[src/rtl/byte_packer_64.sv]
// byte_packer_64: packs a stream of bytes into 64-bit words.
//
// Bytes are assembled little-endian into an assembly buffer: the k-th byte of
// a word lands in bits [8k+7:8k]. A word closes on its eighth byte or on a byte
// flagged in_last, and moves into a single-entry output register. If that
// register is occupied and not draining, the closed word stays in the
// assembly buffer and input is stalled (FULL) until the slot frees up.
//
// Ports:
//   clk        rising-edge clock
//   rst        asynchronous active-low reset
//   in_data    byte to pack
//   in_valid   in_data/in_last valid this cycle
//   in_last    byte ends a packet; closes the current (possibly partial) word
//   in_ready   block accepts a byte this cycle (depends on state only)
//   out_data   packed word, unused upper bytes are zero
//   out_valid  out_data/out_bytes/out_last valid
//   out_bytes  number of valid bytes in out_data, 1..8
//   out_last   word was closed by in_last
//   out_ready  downstream accepts the word this cycle

module byte_packer_64 (
    input  logic        clk,
    input  logic        rst,
    input  logic [7:0]  in_data,
    input  logic        in_valid,
    input  logic        in_last,
    output logic        in_ready,
    output logic [63:0] out_data,
    output logic        out_valid,
    output logic [3:0]  out_bytes,
    output logic        out_last,
    input  logic        out_ready
);

    typedef enum logic [0:0] {StFill, StFull} state_e;

    state_e      state_q;
    logic [63:0] acc_q;
    logic [2:0]  cnt_q;
    logic        last_q;

    logic        accept;
    logic        closing;
    logic        slot_free;
    logic [63:0] word_next;

    assign in_ready  = (state_q == StFill);
    assign accept    = in_valid && in_ready;
    assign closing   = accept && ((cnt_q == 3'd7) || in_last);
    // The output register can take a new word if it is empty or draining now.
    assign slot_free = !out_valid || out_ready;

    // acc is cleared after every word, so bytes above the new one are already 0.
    always_comb begin
        word_next = acc_q;
        word_next[{cnt_q, 3'b000} +: 8] = in_data;
    end

    always_ff @(posedge clk or negedge rst) begin
        if (!rst) begin
            state_q   <= StFill;
            acc_q     <= '0;
            cnt_q     <= '0;
            last_q    <= 1'b0;
            out_data  <= '0;
            out_bytes <= '0;
            out_last  <= 1'b0;
            out_valid <= 1'b0;
        end else begin
            // Drained this edge; a load below overrides for back-to-back words.
            if (out_valid && out_ready) begin
                out_valid <= 1'b0;
            end

            unique case (state_q)
                StFill: begin
                    if (accept) begin
                        if (closing) begin
                            if (slot_free) begin
                                out_data  <= word_next;
                                out_bytes <= {1'b0, cnt_q} + 4'd1;
                                out_last  <= in_last;
                                out_valid <= 1'b1;
                                acc_q     <= '0;
                                cnt_q     <= '0;
                            end else begin
                                // Hold the closed word; cnt_q keeps its closing index.
                                acc_q   <= word_next;
                                last_q  <= in_last;
                                state_q <= StFull;
                            end
                        end else begin
                            acc_q <= word_next;
                            cnt_q <= cnt_q + 3'd1;
                        end
                    end
                end
                StFull: begin
                    if (slot_free) begin
                        out_data  <= acc_q;
                        out_bytes <= {1'b0, cnt_q} + 4'd1;
                        out_last  <= last_q;
                        out_valid <= 1'b1;
                        acc_q     <= '0;
                        cnt_q     <= '0;
                        last_q    <= 1'b0;
                        state_q   <= StFill;
                    end
                end
                default: state_q <= StFill;
            endcase
        end
    end

endmodule

[config.mk]
export PLATFORM = sky130hd
export DESIGN_NAME = byte_packer_64
export DESIGN_NICKNAME = d
export VERILOG_FILES = /design/src/rtl/byte_packer_64.sv
export SDC_FILE = /design/constraint.sdc
export NUM_CORES = 1
export LEC_CHECK = 0
export CORE_ASPECT_RATIO = 1.25
export CORE_MARGIN = 4
export CORE_UTILIZATION = 55
export CTS_CLUSTER_DIAMETER = 150
export DETAILED_ROUTE_END_ITERATION = 8
export GPL_ROUTABILITY_DRIVEN = 0
export PLACE_DENSITY = 0.8
export SLEW_MARGIN = 0
export SYNTH_ARGS = -nofsm -noshare
export SYNTH_HDL_FRONTEND = slang
export SYNTH_SLANG_ARGS = --single-unit
[constraint.sdc]
create_clock -name clk -period 3.64 [get_ports clk]
set_input_delay 1.092 -clock clk [delete_from_list [all_inputs] [get_ports clk]]
set_output_delay 1.092 -clock clk [all_outputs]
set_load 0.05 [all_outputs]
==> flow_summary.html, run 1 <==
<table>
<tr><th>Metric</th><th>Value</th></tr>
<tr><th colspan="2">Synth</th></tr>
<tr><td>Top post-synthesis cells by count</td><td>sky130_fd_sc_hd__dfrtp_1 (139), sky130_fd_sc_hd__nor2_1 (75), sky130_fd_sc_hd__a21oi_1 (66), sky130_fd_sc_hd__mux2i_1 (65), sky130_fd_sc_hd__a22o_1 (40)</td></tr>
<tr><td>Number of synthesized register bits</td><td>139</td></tr>
<tr><td>YS warnings</td><td>0</td></tr>
<tr><td>Prevailing post-synth register cell</td><td>sky130_fd_sc_hd__dfrtp_1</td></tr>
<tr><td>Area share of the leading cell type in the synthesized netlist</td><td>0.5725</td></tr>
<tr><td>Number of enable-type register cells in the synthesized netlist</td><td>0</td></tr>
<tr><td>Share of synthesized flip-flops with an asynchronous set or reset</td><td>1.000</td></tr>
<tr><td>Per-instance average area after synthesis</td><td>11.49 um2</td></tr>
<tr><td>Number of distinct library cells after synthesis</td><td>42</td></tr>
<tr><td>Synth Net Count</td><td>around 550</td></tr>
<tr><td>Largest area contributor in the netlist</td><td>sky130_fd_sc_hd__dfrtp_1</td></tr>
<tr><td>Biggest area contributors in the synthesized netlist</td><td>sky130_fd_sc_hd__dfrtp_1 (57%), sky130_fd_sc_hd__mux2i_1 (11%), sky130_fd_sc_hd__a22o_1 (5.8%)</td></tr>
<tr><td>Most frequently used cell type in the post-synthesis netlist</td><td>sky130_fd_sc_hd__dfrtp_1</td></tr>
<tr><td>Post-synthesis instance area</td><td>6076 um2</td></tr>
<tr><td>Part of the Yosys area used for sequential elements</td><td>0.5725</td></tr>
<tr><td>Mapped Cells</td><td>529</td></tr>
<tr><th colspan="2">Layout</th></tr>
<tr><td>Sequential cell area</td><td>3478 um2</td></tr>
<tr><td>FILL cells</td><td>774</td></tr>
<tr><td>Share of post-route cells with drive strength above 1</td><td>0.08780</td></tr>
<tr><td>Layout overhead on the synthesized area</td><td>25.25%</td></tr>
<tr><td>Antenna Diode Count</td><td>0</td></tr>
<tr><td>Footprint of the multi-input gates</td><td>around 2400 um2</td></tr>
<tr><td>Number of nets in the layout</td><td>around 620</td></tr>
<tr><th colspan="2">Route</th></tr>
<tr><td>WL final</td><td>14.15 mm</td></tr>
<tr><td>Number of remaining DRC errors</td><td>0</td></tr>
<tr><td>Wire length per cell</td><td>roughly 19 um</td></tr>
<tr><td>Routed via count</td><td>4472</td></tr>
<tr><td>DRC violation total after the first TritonRoute iteration</td><td>273</td></tr>
<tr><td>Number of nets still failing antenna checks after routing</td><td>0</td></tr>
<tr><td>Avg Vias per Cell</td><td>~6</td></tr>
<tr><td>DRT Pass-1 Iters</td><td>5</td></tr>
<tr><th colspan="2">STA</th></tr>
<tr><td>Final worst hold slack</td><td>a little under 0.5 ns</td></tr>
<tr><td>Post-route clock period utilization</td><td>0.8593</td></tr>
<tr><td>Period minus WS final</td><td>approximately 3.1 ns</td></tr>
<tr><td>RSZ-0062 raised after global routing</td><td>false</td></tr>
<tr><td>Total negative slack for setup checks</td><td>0 ns</td></tr>
<tr><td>Setup violation total in the final timing report</td><td>0</td></tr>
<tr><td>Hold Vio Cnt, Final</td><td>0</td></tr>
<tr><td>Worst slew slack as a fraction of its limit</td><td>0.3681</td></tr>
<tr><td>Highest Clock Rate</td><td>319.7 MHz</td></tr>
<tr><td>Setup clock skew after layout</td><td>0.005652 ns</td></tr>
<tr><td>Transition time at the pin with the least slew margin</td><td>about 0.95 ns</td></tr>
<tr><td>Final number of max-transition violations</td><td>0</td></tr>
<tr><th colspan="2">Critical path</th></tr>
<tr><td>Endpoint kind of the worst setup timing path</td><td>output port</td></tr>
<tr><td>Critical Path Max Stage Delay</td><td>0.84 ns</td></tr>
<tr><td>Maximum fanout encountered on the critical timing path</td><td>15</td></tr>
<tr><td>Startpoint kind of the worst setup timing path</td><td>register</td></tr>
<tr><td>Cells traversed along the worst timing path</td><td>inv_1 &gt; clkdlybuf4s50_1</td></tr>
<tr><td>Slowest-stage cell, CP</td><td>sky130_fd_sc_hd__clkdlybuf4s50_1</td></tr>
<tr><td>Data required time at the worst endpoint</td><td>2.55 ns</td></tr>
<tr><td>Startpoint-to-endpoint class of the critical path</td><td>register to output port</td></tr>
<tr><td>Arrival time worst endpoint</td><td>2.04 ns</td></tr>
<tr><th colspan="2">Clock tree</th></tr>
<tr><td>Number of buffers on the longest clock path</td><td>2</td></tr>
<tr><td>Skew-Pair Late Insertion Delay</td><td>0.42 ns</td></tr>
<tr><td>Post-CTS Setup Bufs</td><td>0</td></tr>
<tr><td>H-tree levels</td><td>4</td></tr>
<tr><td>Clock transition time at the flip-flop clock pins of the worst setup and hold paths</td><td>about 0.06 ns</td></tr>
<tr><td>CTS root buffer</td><td>sky130_fd_sc_hd__clkbuf_16</td></tr>
<tr><td>Number of cells upsized or downsized after cts</td><td>0</td></tr>
<tr><td>Clock tree from TritonCTS</td><td>built</td></tr>
<tr><td># hold bufs at CTS</td><td>0</td></tr>
<tr><td>Number of buffers inserted during clock tree synthesis</td><td>17</td></tr>
<tr><td>Clock Sinks</td><td>139</td></tr>
<tr><th colspan="2">Power</th></tr>
<tr><td>Leak</td><td>3.385 nW</td></tr>
<tr><td>Worst ir drop on vdd</td><td>0.4280 mV</td></tr>
<tr><td>Cell area power density</td><td>909.8 nW/um2</td></tr>
<tr><td>Final Power</td><td>just under 0.007 W</td></tr>
<tr><th colspan="2">Global route</th></tr>
<tr><td>Total overflow reported by the global router</td><td>0</td></tr>
<tr><td>Initial antenna violation count</td><td>0</td></tr>
<tr><td>Pin count of the biggest net entering global routing</td><td>around 110</td></tr>
<tr><td>Wire length of the first global-routing pass</td><td>around 24 mm</td></tr>
<tr><td>Via count of the first global-routing pass</td><td>4620</td></tr>
<tr><td>Total track usage</td><td>0.2361</td></tr>
<tr><td>Met3 layer usage reported by global route</td><td>0.05181</td></tr>
<tr><td>Met2 Usage GRT</td><td>0.3827</td></tr>
<tr><td>Most congested layer reported by global routing</td><td>met2</td></tr>
<tr><td>GR met1 Demand/Resource</td><td>0.3062</td></tr>
<tr><th colspan="2">Floorplan</th></tr>
<tr><td>Initial core utilization</td><td>0.5668</td></tr>
<tr><td>Die width</td><td>102.0 um</td></tr>
<tr><td>Number of placement rows</td><td>42</td></tr>
<tr><td>Height of the die</td><td>125.5 um</td></tr>
<tr><td>Placeable Area</td><td>10720 um2</td></tr>
<tr><td>Area of the die</td><td>12800 um2</td></tr>
<tr><td>Count of pins on the block boundary</td><td>84</td></tr>
<tr><th colspan="2">Status</th></tr>
<tr><td>Run status</td><td>completed</td></tr>
<tr><th colspan="2">Placed design</th></tr>
<tr><td>Post-detailed-placement half-perimeter wirelength</td><td>roughly 9 mm</td></tr>
<tr><td>IO Port Bufs</td><td>83</td></tr>
<tr><th colspan="2">Flow run</th></tr>
<tr><td>MaxCap Viol Count</td><td>0</td></tr>
<tr><th colspan="2">Hold path</th></tr>
<tr><td>Worst hold path class</td><td>register to register</td></tr>
</table>
-- cell families after synthesis --
| group | share of synthesized area |
|---|---|
| mux | 0.1108 |
| flops | 0.5725 |
| buf+inv | 0.02986 |
| simple gates | 0.09349 |
| fa+ha+maj | 0.01441 |
| compound gates | 0.1790 |
-- worst paths after layout --
path	start	end	slack, ns	cells past startpoint
min	acc_q[51]$_DFFE_PN0P_	acc_q[51]$_DFFE_PN0P_	0.49	1
min in group asynchronous	rst	out_data[9]$_DFFE_PN0P_	0.82	1
max reg2reg	cnt_q[0]$_DFFE_PN0P_	out_data[6]$_DFFE_PN0P_	0.66	7
min reg2reg	acc_q[51]$_DFFE_PN0P_	acc_q[51]$_DFFE_PN0P_	0.49	1
max	state_q$_DFF_PN0_	in_ready	0.51	2
max in group asynchronous	rst	acc_q[26]$_DFFE_PN0P_	2.04	2
-- flip-flops by register name (all words and copies together), names as in the netlist --
name,flops
out_bytes,4
cnt_q,3
state_q,1
out_data,64
out_last,1
last_q,1
acc_q,64
out_valid,1
-- through the flow --
stage,instance area [um2],std cells,utilization,setup WS (ns)
6_report,7610,747,0.7099,0.5121
2_1_floorplan,6076,529,-,0.7322
3_5_place_dp,7008,715,0.6537,0.3162
5_1_grt,7610,747,0.7099,0.4669
3_3_place_gp,7008,715,0.6537,0.3342
4_1_cts,7610,747,0.7099,0.5163
-- layer usage --
metal | part of all wire | wire (um) | up-vias
li1 | - | - | 2065
met1 | 0.41 | 5828 | 2237
met2 | 0.51 | 7223 | 142
met3 | 0.057 | 813 | 28
met4 | 0.020 | 289 | 0
met5 | 0 | 0 | -
-- worst max-delay path: cells and delay by family (launching register included) --
kind                   cells  cell delay (ns)
flip-flops                 1             0.56
buffers and inverters      2             1.07
-- final cells by class --
type,instances,share of cell area
sequential,139,0.4571
inverter,6,0.002960
clock inverter,6,0.01085
clock buffer,26,0.06823
multi-input combinational,346,0.3182
tap,132,0.02170
timing repair buffer,92,0.1210
-- cell usage in the layout (no fill, tap or decap), drive strengths merged, types with 2 or more instances in the layout --
cell type / netlist / layout
a211oi: 2 / 2
a21oi: 66 / 66
a22o: 40 / 40
a32o: 10 / 10
and3: 6 / 6
buf: 11 / 10
bufinv: 0 / 2
clkbuf: 27 / 26
clkdlybuf4s50: 0 / 82
clkinv: 0 / 3
dfrtp: 139 / 139
ha: 7 / 7
inv: 6 / 6
mux2: 2 / 2
mux2i: 65 / 65
nand2: 12 / 12
nand2b: 4 / 4
nand3: 3 / 3
nor2: 77 / 77
nor2b: 2 / 2
nor3: 7 / 7
nor3b: 2 / 2
o21ai: 7 / 7
o21bai: 2 / 2
o2bb2ai: 16 / 16
o41ai: 2 / 2
-- power by group --
| group | leakage, nW | switching [W] | total [W] | internal [W] |
|---|---|---|---|---|
| clock | 0.296 | 0.000617 | 0.00173 | 0.00111 |
| combinational | 1.31 | 0.00186 | 0.00288 | 0.00102 |
| sequential | 1.78 | 0.000285 | 0.00231 | 0.00203 |
Power figures use the tool's default switching activity.
==> inputs of run 2 (changes only) <==
--- a/config.mk
+++ b/config.mk
@@ -7,11 +7,11 @@
 export LEC_CHECK = 0
 export CORE_ASPECT_RATIO = 1.25
 export CORE_MARGIN = 4
-export CORE_UTILIZATION = 55
+export CORE_UTILIZATION = 59
 export CTS_CLUSTER_DIAMETER = 150
 export DETAILED_ROUTE_END_ITERATION = 8
 export GPL_ROUTABILITY_DRIVEN = 0
-export PLACE_DENSITY = 0.8
+export PLACE_DENSITY = 0.85
 export SLEW_MARGIN = 0
 export SYNTH_ARGS = -nofsm -noshare
 export SYNTH_HDL_FRONTEND = slang
==> constraint.sdc (replaced) <==
create_clock -name clk -period 3.7 [get_ports clk]
set_input_delay 1.11 -clock clk [delete_from_list [all_inputs] [get_ports clk]]
set_output_delay 1.11 -clock clk [all_outputs]
set_load 0.05 [all_outputs]
==> flow_summary.html, run 2 (same netlist as run 1, synthesis figures left out) <==
<table>
<tr><th>Metric</th><th>Value</th></tr>
<tr><th colspan="2">Critical path</th></tr>
<tr><td>Capturing instance or port of the critical path</td><td>acc_q[47]$_DFFE_PN0P_</td></tr>
<tr><td>Data required time at the worst endpoint</td><td>3.99 ns</td></tr>
<tr><td>Slowest-stage cell, CP</td><td>sky130_fd_sc_hd__nor2_1</td></tr>
<tr><td>Startpoint kind of the worst setup timing path</td><td>primary input</td></tr>
<tr><td>Capture instance of the worst register-to-register path</td><td>out_data[6]$_DFFE_PN0P_</td></tr>
<tr><td>Endpoint kind of the worst setup timing path</td><td>register</td></tr>
<tr><td>Cells traversed along the worst timing path</td><td>clkdlybuf4s50_1 &gt; nand2b_1 &gt; inv_1 &gt; ha_1 &gt; nor2_1 &gt; o21ai_1 &gt; a22o_1</td></tr>
<tr><td>Reg2Reg Setup Slack</td><td>slightly below 0.7 ns</td></tr>
<tr><td>Critical Path Max Stage Delay</td><td>0.62 ns</td></tr>
<tr><td>Startpoint of the worst-slack reg-to-reg timing path</td><td>cnt_q[0]$_DFFE_PN0P_</td></tr>
<tr><td>Startpoint-to-endpoint class of the critical path</td><td>primary input to register</td></tr>
<tr><td>Maximum fanout encountered on the critical timing path</td><td>10</td></tr>
<tr><td>Arrival time worst endpoint</td><td>approximately 3.4 ns</td></tr>
<tr><td>Depth of the worst register-to-register path</td><td>7</td></tr>
<tr><td>Origin of the worst setup path</td><td>out_ready</td></tr>
<tr><th colspan="2">Global route</th></tr>
<tr><td>Most congested layer reported by global routing</td><td>met2</td></tr>
<tr><td>Wire length of the first global-routing pass</td><td>24.72 mm</td></tr>
<tr><td>Met2 Usage GRT</td><td>0.4252</td></tr>
<tr><td>Total track usage</td><td>0.2624</td></tr>
<tr><td>Initial antenna violation count</td><td>0</td></tr>
<tr><td>Total overflow reported by the global router</td><td>0</td></tr>
<tr><td>GR met1 Demand/Resource</td><td>0.3464</td></tr>
<tr><td>Pin count of the biggest net entering global routing</td><td>69</td></tr>
<tr><td>Via count of the first global-routing pass</td><td>4756</td></tr>
<tr><td>Met3 layer usage reported by global route</td><td>0.05520</td></tr>
<tr><th colspan="2">Floorplan</th></tr>
<tr><td>Area of the die</td><td>approximately 12000 um2</td></tr>
<tr><td>Die width</td><td>between 90 and 100 um</td></tr>
<tr><td>Height of the die</td><td>roughly 120 um</td></tr>
<tr><td>Number of placement rows</td><td>between 40 and 50</td></tr>
<tr><td>Initial core utilization</td><td>0.6012</td></tr>
<tr><td>Count of pins on the block boundary</td><td>84</td></tr>
<tr><td>Placeable Area</td><td>10110 um2</td></tr>
<tr><th colspan="2">Power</th></tr>
<tr><td>Final Power</td><td>0.006995 W</td></tr>
<tr><td>Internal power component</td><td>0.004225 W</td></tr>
<tr><td>Part of the power in registers</td><td>0.326</td></tr>
<tr><td>Cell area power density</td><td>~900 nW/um2</td></tr>
<tr><td>Worst ir drop on vdd</td><td>between 0.5 and 0.6 mV</td></tr>
<tr><td>Leak</td><td>3.403 nW</td></tr>
<tr><td>Sw Share</td><td>0.3959</td></tr>
<tr><td>Comb power frac</td><td>0.409</td></tr>
<tr><td>Clock Power Share</td><td>0.265</td></tr>
<tr><td>Net load switching power</td><td>0.002770 W</td></tr>
<tr><th colspan="2">Clock tree</th></tr>
<tr><td>H-tree levels</td><td>4</td></tr>
<tr><td>Clock Sinks</td><td>139</td></tr>
<tr><td>Number of cells upsized or downsized after cts</td><td>0</td></tr>
<tr><td>CTS root buffer</td><td>sky130_fd_sc_hd__clkbuf_16</td></tr>
<tr><td>Skew-Pair Late Insertion Delay</td><td>0.42 ns</td></tr>
<tr><td># hold bufs at CTS</td><td>0</td></tr>
<tr><td>Number of buffers on the longest clock path</td><td>2</td></tr>
<tr><td>Number of buffers inserted during clock tree synthesis</td><td>17</td></tr>
<tr><td>Post-CTS Setup Bufs</td><td>0</td></tr>
<tr><td>Clock tree from TritonCTS</td><td>built</td></tr>
<tr><td>Clock transition time at the flip-flop clock pins of the worst setup and hold paths</td><td>roughly 0.06 ns</td></tr>
<tr><th colspan="2">Placed design</th></tr>
<tr><td>Post-detailed-placement half-perimeter wirelength</td><td>about 9.4 mm</td></tr>
<tr><td>Post-Place Cells</td><td>711</td></tr>
<tr><td>Placed standard-cell area</td><td>7009 um2</td></tr>
<tr><td>IO Port Bufs</td><td>83</td></tr>
<tr><th colspan="2">Layout</th></tr>
<tr><td>Antenna Diode Count</td><td>0</td></tr>
<tr><td>Utilization of the core after routing</td><td>0.7580</td></tr>
<tr><td>Footprint of the multi-input gates</td><td>2421 um2</td></tr>
<tr><td>Most common cell after layout, fill and taps aside</td><td>sky130_fd_sc_hd__dfrtp_1</td></tr>
<tr><td>FILL cells</td><td>631</td></tr>
<tr><td>Layout overhead on the synthesized area</td><td>26.07%</td></tr>
<tr><td>Sequential cell area</td><td>roughly 3500 um2</td></tr>
<tr><td>Number of nets in the layout</td><td>between 600 and 700</td></tr>
<tr><td>Registers with the highest flip-flop counts</td><td>acc_q x64, out_data x64, out_bytes x4</td></tr>
<tr><td>Share of post-route cells with drive strength above 1</td><td>0.08958</td></tr>
<tr><td>Commonest cells after routing, fill and taps aside</td><td>sky130_fd_sc_hd__dfrtp_1 (139), sky130_fd_sc_hd__clkdlybuf4s50_1 (82), sky130_fd_sc_hd__nor2_1 (75)</td></tr>
<tr><td>Filler-free cell count of the finished design</td><td>743</td></tr>
<tr><td>Final instance area</td><td>roughly 7700 um2</td></tr>
<tr><th colspan="2">Route</th></tr>
<tr><td>Avg Vias per Cell</td><td>6.141</td></tr>
<tr><td>DRT Pass-1 Iters</td><td>5</td></tr>
<tr><td>DRC violation total after the first TritonRoute iteration</td><td>336</td></tr>
<tr><td>Number of nets still failing antenna checks after routing</td><td>0</td></tr>
<tr><td>Number of remaining DRC errors</td><td>0</td></tr>
<tr><td>Routed via count</td><td>4563</td></tr>
<tr><td>WL final</td><td>roughly 15 mm</td></tr>
<tr><td>Wire length per cell</td><td>between 15 and 20 um</td></tr>
<tr><th colspan="2">STA</th></tr>
<tr><td>Transition time at the pin with the least slew margin</td><td>around 0.84 ns</td></tr>
<tr><td>Total negative slack for setup checks</td><td>0 ns</td></tr>
<tr><td>Hold Vio Cnt, Final</td><td>0</td></tr>
<tr><td>Setup violation total in the final timing report</td><td>0</td></tr>
<tr><td>Period minus WS final</td><td>3.136 ns</td></tr>
<tr><td>Worst slew slack as a fraction of its limit</td><td>0.4369</td></tr>
<tr><td>Post-route clock period utilization</td><td>0.8476</td></tr>
<tr><td>Highest Clock Rate</td><td>318.9 MHz</td></tr>
<tr><td>Final number of max-transition violations</td><td>0</td></tr>
<tr><td>RSZ-0062 raised after global routing</td><td>false</td></tr>
<tr><td>Setup clock skew after layout</td><td>between 0.006 and 0.007 ns</td></tr>
<tr><th colspan="2">Hold path</th></tr>
<tr><td>Worst hold path class</td><td>register to register</td></tr>
<tr><td>Worst hold path stage count</td><td>1</td></tr>
<tr><th colspan="2">Flow run</th></tr>
<tr><td>MaxCap Viol Count</td><td>0</td></tr>
<tr><th colspan="2">Status</th></tr>
<tr><td>Run status</td><td>completed</td></tr>
</table>
[run 2: changes by cell type in the layout (fill, tap and decap cells not counted), sizes merged]
cell | before | now
clkbuf | 26 | 20
bufinv | 2 | 5
clkinv | 3 | 5
buf | 10 | 9
clkinvlp | 1 | 2
[run 2: worst min path at each step]
stage,from,to,slack (ns)
after detailed placement,out_bytes[3]$_DFFE_PN0P_,out_bytes[3]$_DFFE_PN0P_,0.47
after global placement,acc_q[48]$_DFFE_PN0P_,acc_q[48]$_DFFE_PN0P_,0.47
after CTS,out_bytes[3]$_DFFE_PN0P_,out_bytes[3]$_DFFE_PN0P_,0.48
final,acc_q[55]$_DFFE_PN0P_,acc_q[55]$_DFFE_PN0P_,0.49
after global routing,acc_q[34]$_DFFE_PN0P_,acc_q[34]$_DFFE_PN0P_,0.50
after floorplan,acc_q[48]$_DFFE_PN0P_,acc_q[48]$_DFFE_PN0P_,0.46
[run 2: layout make-up]
cell class | count | area share
Clock inverter | 12 | 0.02532
Sequential cell | 139 | 0.4541
Tap cell | 129 | 0.02107
Clock buffer | 20 | 0.05962
Timing Repair Buffer | 91 | 0.1209
Multi-Input combinational cell | 346 | 0.3161
Inverter | 6 | 0.002940
[run 2: worst max-delay path: cells and delay by family]
kind	cells	cell delay (ns)
AOI/OAI and AO/OA	2	0.81
adders and majority gates	1	0.24
buffers and inverters	2	0.52
and+or+nand+nor	2	0.74
[run 2: routing by layer]
metal	vias to the layer above	wire length [um]	part of all wire
met5	-	0	0
met2	193	7460	0.50
li1	2061	-	-
met1	2273	6122	0.41
met4	0	377	0.025
met3	36	829	0.056
[run 2: power by group through the flow]
stage	sequential, W	clock, W	combinational (W)
global route	0.00234	0.00194	0.00303
finish	0.00228	0.00185	0.00286
global placement	0.00227	0	0.00277
detailed placement	0.00229	0	0.00284
floorplan	0.00321	0	0.00101
CTS	0.00228	0.00187	0.00287
[run 2: through the flow]
stage               worst slack, ns  hold slack, ns
CTS                          0.5743          0.4847
floorplan                    0.7742          0.4554
global route                 0.4634          0.5029
detailed placement           0.3218          0.4722
finish                       0.5639          0.4920
global placement             0.3532          0.4718
